===== config.mk =====
export PLATFORM = sky130hd
export DESIGN_NAME = ghash_digit_mul
export DESIGN_NICKNAME = d
export VERILOG_FILES = /design/src/rtl/ghash_pkg.sv /design/src/rtl/gf128_digit_step.sv /design/src/rtl/ghash_digit_mul.sv
export SDC_FILE = /design/constraint.sdc
export NUM_CORES = 2
export LEC_CHECK = 0
export ABC_CLOCK_PERIOD_IN_PS = 5600
export CORE_ASPECT_RATIO = 0.5
export CORE_UTILIZATION = 55
export DETAILED_ROUTE_END_ITERATION = 8
export PLACE_DENSITY = 0.77
export SYNTH_ARGS = -nofsm -noshare
export SYNTH_HDL_FRONTEND = slang
export SYNTH_SLANG_ARGS = --single-unit

===== constraint.sdc =====
create_clock -name clk -period 5.6 [get_ports clk]
set_clock_uncertainty 0.1 [all_clocks]
set_input_delay 1.12 -clock clk [delete_from_list [all_inputs] [get_ports clk]]
set_output_delay 1.12 -clock clk [all_outputs]
set_load 0.01 [all_outputs]

===== src/rtl/ghash_pkg.sv =====
// Shared GF(2^128) constants, FSM states and the DIGIT legality check
// for the GHASH multiplier family.
package ghash_pkg;

    localparam int GF_W = 128;

    // GCM bit order: index 0 is the coefficient of x^0
    typedef logic [0:GF_W-1] gf_t;

    localparam gf_t GF_R = {8'hE1, 120'b0};

    typedef enum logic [1:0] {
        IDLE,
        BUSY,
        DONE
    } state_t;

    function automatic bit digitLegal(input int d);
        case (d)
            1, 2, 4, 8, 16, 32, 64, 128: return 1'b1;
            default:                     return 1'b0;
        endcase
    endfunction

endpackage


===== src/rtl/gf128_digit_step.sv =====
// One clock's worth of the GCM right-shift multiply: DIGIT data bits are
// folded into Z while V is shifted and reduced DIGIT times.
module gf128_digit_step
    import ghash_pkg::*;
#(
    parameter int DIGIT = 8
) (
    input  gf_t              z,
    input  gf_t              v,
    input  logic [0:DIGIT-1] d,
    output gf_t              zNext,
    output gf_t              vNext
);

    gf_t zAcc;
    gf_t vAcc;

    // Bit d[0] is consumed first; each iteration mirrors one serial step
    always_comb begin
        zAcc = z;
        vAcc = v;
        for (int k = 0; k < DIGIT; k++) begin
            if (d[k]) begin
                zAcc = zAcc ^ vAcc;
            end
            vAcc = {1'b0, vAcc[0:GF_W-2]} ^ (vAcc[GF_W-1] ? GF_R : '0);
        end
        zNext = zAcc;
        vNext = vAcc;
    end

endmodule


===== src/rtl/ghash_digit_mul.sv =====
// Digit-serial GF(2^128) multiplier with GHASH accumulator Y <= (Y ^ X)·H
// and valid/ready handshakes on both sides.
module ghash_digit_mul
    import ghash_pkg::*;
#(
    parameter int DIGIT = 8
) (
    input  logic        clk,
    input  logic        rst,
    input  logic        iValid,
    output logic        oReady,
    input  logic [0:127] iData,
    input  logic [0:127] iHashkey,
    input  logic        iMode,
    input  logic        iClear,
    output logic        oValid,
    input  logic        iReady,
    output logic [0:127] oResult,
    output logic [0:127] oAcc
);

    localparam int STEPS = GF_W / DIGIT;
    localparam int CW    = (STEPS > 1) ? $clog2(STEPS) : 1;

    generate
        if (!digitLegal(DIGIT)) begin : gBadDigit
            $error("ghash_digit_mul: DIGIT must be a power of two from 1 to 128");
        end
    endgenerate

    state_t         state;
    state_t         stateNext;
    gf_t            aReg;
    gf_t            vReg;
    gf_t            zReg;
    gf_t            accReg;
    gf_t            resultReg;
    logic           modeReg;
    logic           validReg;
    logic [CW-1:0]  count;
    gf_t            zStep;
    gf_t            vStep;
    logic           lastStep;

    assign lastStep = (count == CW'(STEPS - 1));

    // A is shifted toward index 0, so the current digit is always its head
    gf128_digit_step #(
        .DIGIT (DIGIT)
    ) uStep (
        .z     (zReg),
        .v     (vReg),
        .d     (aReg[0:DIGIT-1]),
        .zNext (zStep),
        .vNext (vStep)
    );

    always_comb begin
        stateNext = state;
        case (state)
            IDLE:    if (iValid)   stateNext = BUSY;
            BUSY:    if (lastStep) stateNext = DONE;
            DONE:    if (iReady)   stateNext = IDLE;
            default:               stateNext = IDLE;
        endcase
    end

    always_ff @(posedge clk) begin
        if (rst) begin
            state     <= IDLE;
            aReg      <= '0;
            vReg      <= '0;
            zReg      <= '0;
            accReg    <= '0;
            resultReg <= '0;
            modeReg   <= 1'b0;
            validReg  <= 1'b0;
            count     <= '0;
        end else begin
            state <= stateNext;
            case (state)
                IDLE: begin
                    if (iValid) begin
                        aReg    <= iData ^ ((iMode && !iClear) ? accReg : '0);
                        vReg    <= iHashkey;
                        zReg    <= '0;
                        modeReg <= iMode;
                        count   <= '0;
                    end else if (iClear) begin
                        accReg <= '0;
                    end
                end
                BUSY: begin
                    zReg  <= zStep;
                    vReg  <= vStep;
                    aReg  <= aReg << DIGIT;
                    count <= count + CW'(1);
                    // A clear arriving on the DONE-entry edge beats the mode-1 update
                    if (lastStep) begin
                        resultReg <= zStep;
                        validReg  <= 1'b1;
                        if (iClear) begin
                            accReg <= '0;
                        end else if (modeReg) begin
                            accReg <= zStep;
                        end
                    end
                end
                DONE: begin
                    if (iClear) begin
                        accReg <= '0;
                    end
                    if (iReady) begin
                        validReg <= 1'b0;
                    end
                end
                default: ;
            endcase
        end
    end

    assign oReady  = (state == IDLE);
    assign oValid  = validReg;
    assign oResult = resultReg;
    assign oAcc    = accReg;

endmodule


After elaboration in Yosys (flattened, before gate mapping)
Index checks and enable logic that the tools add are counted.
{ "totals": {"word_cells": 85, "regBits": 648, "output_inout_bits": 258} }
{ "op_classes": {"mux": 38, "n_eq_ne": 8, "bitwise": 17, "n_reduce_logical": 12, "n_addsub": 1} }
{ "ops": {"columns": ["cell", "n"], "rows": [
  ["128-bit 2-to-1 mux", 25],
  ["128-bit XOR", 9],
  ["127-bit by 128-bit XOR with 128-bit output", 8],
  ["128-bit case mux with 2 select lines", 3],
  ["128-bit case mux with 3 select lines", 1],
  ["2-bit inequality test, second input constant", 4],
  ["4-bit case mux with 2 select lines", 1],
  ["2-bit 2-to-1 mux", 3],
  ["2-bit case mux with 3 select lines", 1],
  ["2-bit AND reduction", 3],
  ["3-bit AND reduction", 2],
  ["4-bit by 1-bit adder with 4-bit output, second input constant", 1],
  ["4-bit equality test, second input constant", 1],
  ["4-bit 2-to-1 mux", 1],
  ["4-bit AND reduction", 1],
  ["2-bit nonzero test", 2],
  ["3-bit inequality test, second input constant", 1],
  ["3-bit nonzero test", 1],
  ["2-bit by 1-bit equality test with 1-bit output, second input constant", 1],
  ["2-bit equality test, second input constant", 1],
  ["2-bit zero test", 1],
  ["1-bit 2-to-1 mux", 2],
  ["1-bit case mux with 2 select lines", 1],
  ["1-bit logical AND", 1],
  ["1-bit zero test", 1]
]} }

Logic depth before layout (Yosys ltp)
{ "logic_depth": {"depth_word": 20, "ltp_mapped": 10, "depth_no_buf": 7} }

Modules after synthesis
Synthesis repeated with hierarchy kept, for this count alone.
{ "hier_totals": {"hier_cells": 5915, "area_unflattened_um2": 43666.9} }
{ "modules_own_cells": {"columns": ["mod", "cells_each", "area_each_um2", "n_inst"], "rows": [
  ["ghash_digit_mul", 3475, 28531.1, 1],
  ["gf128_digit_step", 2440, 15135.8, 1]
]} }

Worst setup path after synthesis
Ideal clock, no wire load.
{ "synth_timing": {"path_type": "input -> register", "start": "in iMode", "end": "reg aReg[33]", "setup_slack_ps": 3023, "cell_stages": 7, "required_ps": 5372, "setup_time_ps": 128, "arrival_time_ps": 2349, "path_cell_list": "nor2b_1 > clkbuf_1 > clkbuf_1 > nand2_1 > xnor2_1 > a222oi_1 > nor2_1"} }
{ "synth_via": {"elab_chain_cells": 5} }
{ "synth_rtl": {"columns": ["item", "line_no", "source"], "rows": [
  ["from (decl)", "ghash_digit_mul.sv:14", "input logic iMode,"],
  ["1-bit logical AND", "ghash_digit_mul.sv:84", "aReg <= iData ^ ((iMode && !iClear) ? accReg : '0);"],
  ["128-bit 2-to-1 mux", "ghash_digit_mul.sv:84", null],
  ["128-bit XOR", "ghash_digit_mul.sv:84", null],
  ["128-bit 2-to-1 mux", "ghash_digit_mul.sv:83", "if (iValid) begin"],
  ["128-bit case mux with 2 select lines", "ghash_digit_mul.sv:81", "case (state)"],
  ["to (signal assigned)", "ghash_digit_mul.sv:84", null],
  ["to (signal assigned)", "ghash_digit_mul.sv:96", "aReg <= aReg << DIGIT;"],
  ["to (decl)", "ghash_digit_mul.sv:33", "gf_t aReg;"]
]} }
Every way passes these cells. The select of a mux whose other input is x is not followed.
A chain may end at the register's enable or synchronous reset.

Worst setup path in the final report
{ "layout_timing": {"start": "reg state[0]", "end": "out oReady"} }
{ "layout_via": {"elab_chain_cells": 1} }
{ "layout_rtl": {"columns": ["item", "line_no", "source"], "rows": [
  ["from (decl)", "ghash_digit_mul.sv:31", "state_t state;"],
  ["from (signal assigned)", "ghash_digit_mul.sv:80", "state <= stateNext;"],
  ["2-bit zero test", "ghash_digit_mul.sv:122", "assign oReady = (state == IDLE);"],
  ["to (decl)", "ghash_digit_mul.sv:11", "output logic oReady,"]
]} }
Every way passes these cells.

==> impl_results.md <==
* Reg clk slew, reported paths at 0.07 ns
* Highest metal used: met4
* DR iter-0 viols at 5025
* CTS Buf Count at 60
* Vias/cell at 5.91
* Top-count cell post-synth: nand2_1
* CP endpoint kind: primary output
* Crit path launch type: register
* Global-route wire length before repair at 202 mm
* Cell count after synthesis at 5309
* Chip height at 191 um
* Share of the synthesized area in the top cell type at 32.9%
* Largest net degree at the start of global routing at 151
* Critical Path Start: state[0]
* Cell area after synthesis at 39400 um^2
* Root Driver: clkbuf_16
* Crit-path leading delay family: flip-flops
* Rows at 68
* Flops & latches, synth at 648
* YS warnings at 0
* Critical Path RT at 4.38 ns
* Final setup viols at 0
* Post-CTS resize count at 0
* Synth top cells by count: nand2_1, xnor2_1, nor2_1, dfxtp_1, clkbuf_1
* Clk Latency, worst-skew pair at 0.64 ns
* Initial antenna violation count at 12
* Fin. Hold Viols at 0
* Fmax at 276 MHz
* Fraction of registers with async set/reset at 0%
* Critical hold path startpoint: oResult[41]
* Routed length on met3 at 10.4 mm
* Post-DP HPWL at 84.0 mm
* # clock sinks at 648
* Cell Pwr Density at 260 nW/um^2
* Gpl congestion at 0.896
* Seq/Total Area, Yosys at 32.9%
* Fin area at 46400 um^2
* Filler Cell Count at 5972
* Vias in the first global route at 36122
* Post-route insts no fill at 6419
* CP Depth at 2
* Critical path arrival at 2.40 ns
* Primary FF master, synth: dfxtp_1
* H-Tree Depth at 2
* Post-CTS Hold Fix Bufs at 0
* Cell chain of the critical path: nor2_1 -> clkdlybuf4s50_1
* Slowest cell on the critical path: dfxtp_4
* HP Class: reg -> reg
* Layout cells sized above 1 at 3.19%
* Reg2Reg Depth at 5
* Vias at 37949
* Core region area at 69900 um^2
* Setup crit end: oReady
* Ports at 520
* Worst R2R Setup Slack at 2.07 ns
* Post-synth EDFFs at 0
* Synth cell types at 46
* Nets at 5676
* Die area at 72900 um^2
* Placed inst area at 44300 um^2
* Worst Max-Slew Pin Slew at 1.24 ns
* GRT Residual Overflow at 0
* Initial core utilization at 56.4%
* Post-detailed-route wirelength per cell at 20.2 um
* Antenna-violating nets left at 0
* Max Cap Violations at 0
* Worst slew margin at 17.0%
* Placed Cells at 6296
* Slowest stage delay, CP at 1.00 ns
* Leading post-synthesis cells by cell area: dfxtp_1, xnor2_1, nand2_1
* Clock tree buffer depth at 3
* RSZ-0062 raised after global routing: no
* R2r endpoint: oResult[61]
* Fin Setup TNS at 0 ns
* Avg Inst Size Synth at 7.43 um^2
* Failing checks: DRC
* Period Utilization, post-route at 64.6%
* Detailed Routing Iterations Pass 1 at 9
* DR DRC count at 14
* Gr usage total at 34.1%
* Die width at 381 um
* Crit path buf inv count at 1
* Area Growth Syn to Fin at 17.5%
* VDD IR max at 0.214 mV
* Setup Buffers After CTS at 0
* Metal2 WL at 62.5 mm
* Worst setup path category: reg -> out
* Met1 wire length at 50.6 mm
* CP max FO at 71
* Synth area leader: dfxtp_1
* Detailed Route WL at 130 mm
* Worst r2r src: state[1]
* Syn Nets at 5572
* Tmin final at 3.62 ns
* Port Buffers at 519
* Leak at 0.0151 uW
* Final Max Slew Viols at 0
* CTS tree: yes
* Outcome: complete, but fails checks
## how the worst min path moves through the flow
stage	endpoint	slack, ns	cells past startpoint
floorplan	modeReg	0.34	2
global placement	oResult[36]	0.34	2
detailed placement	oResult[78]	0.35	2
CTS	oResult[78]	0.36	2
global route	oResult[42]	0.37	2
finish	oResult[41]	0.35	2
## worst reg2reg max path, stage by stage, from the launching register on
cell and delay, ns:
dfxtp_4 0.92, nand2b_1 0.47, or2_4 0.89, buf_4 0.69
nand2_1 0.20, a21oi_1 0.19
## stage by stage
step,hold slack (ns),utilization [%],power (uW),setup slack [ns]
2_1_floorplan,0.345,-,6980,3.02
3_3_place_gp,0.343,63.4,7710,2.07
3_5_place_dp,0.347,63.4,7780,2.02
4_1_cts,0.357,66.3,12000,1.97
5_1_grt,0.374,66.3,12500,1.88
6_report,0.354,66.3,12100,1.98
## layer usage
metal  vias up  track usage [%]
met5         -                0
met1     18270             43.2
met3       344             3.99
met4         0             16.4
met2      1962             57.9
li1      17373                -
## final cells by class
type | instances | area (um^2) | area share [%]
clock inverter | 27 | 284 | 0.613
inverter | 7 | 28.8 | 0.0621
timing repair buffer | 562 | 5660 | 12.2
clock buffer | 84 | 1730 | 3.74
multi-input combinational | 4134 | 24400 | 52.7
tap | 945 | 1180 | 2.55
antenna | 12 | 30.0 | 0.0648
sequential | 648 | 13000 | 28.1
## cell families (layout without fill, tap and decap cells)
family / after synthesis / after routing / share of synthesized area, %
xor+xnor: 1169 / 1169 / 26.3
buf+inv: 527 / 680 / 5.33
other cells: 0 / 12 / 0
flops: 648 / 648 / 32.9
compound gates: 666 / 666 / 12.9
simple gates: 2292 / 2292 / 22.4
mux: 6 / 6 / 0.152
fa+ha+maj: 1 / 1 / 0.0317
## power breakdown
part / switching, uW / total [uW] / internal, uW
Combinational: 1340 / 2410 / 1060
Clock: 1960 / 4310 / 2350
Sequential: 515 / 5330 / 4820
Total: 3820 / 12100 / 8230
## placed cells by master (no fill, tap or decap), types with 4 or more instances in the layout
master	netlist	layout
nand2_1	1393	1393
xnor2_1	896	896
nor2_1	751	748
dfxtp_1	648	638
clkdlybuf4s50_1	0	517
a22oi_1	263	263
xor2_1	262	262
a21oi_1	138	138
a222oi_1	130	130
nor3_1	120	120
a2bb2oi_1	113	113
clkbuf_16	0	61
buf_4	2	33
diode_2	0	12
clkbuf_8	0	12
clkbuf_1	317	11
buf_12	0	11
o21ai_1	10	10
dfxtp_4	0	10
nand3b_1	9	9
clkinvlp_4	0	7
clkinv_2	0	7
mux2i_1	6	6
clkinv_4	0	6
inv_1	5	5
bufinv_16	0	4
## flip-flops by register name, indices dropped and copies added, names as in the netlist
register	cells
state	2
zReg	128
oAcc	128
oResult	128
count	4
modeReg	1
aReg	128
vReg	128
oValid	1
Power figures use the tool's default switching activity.
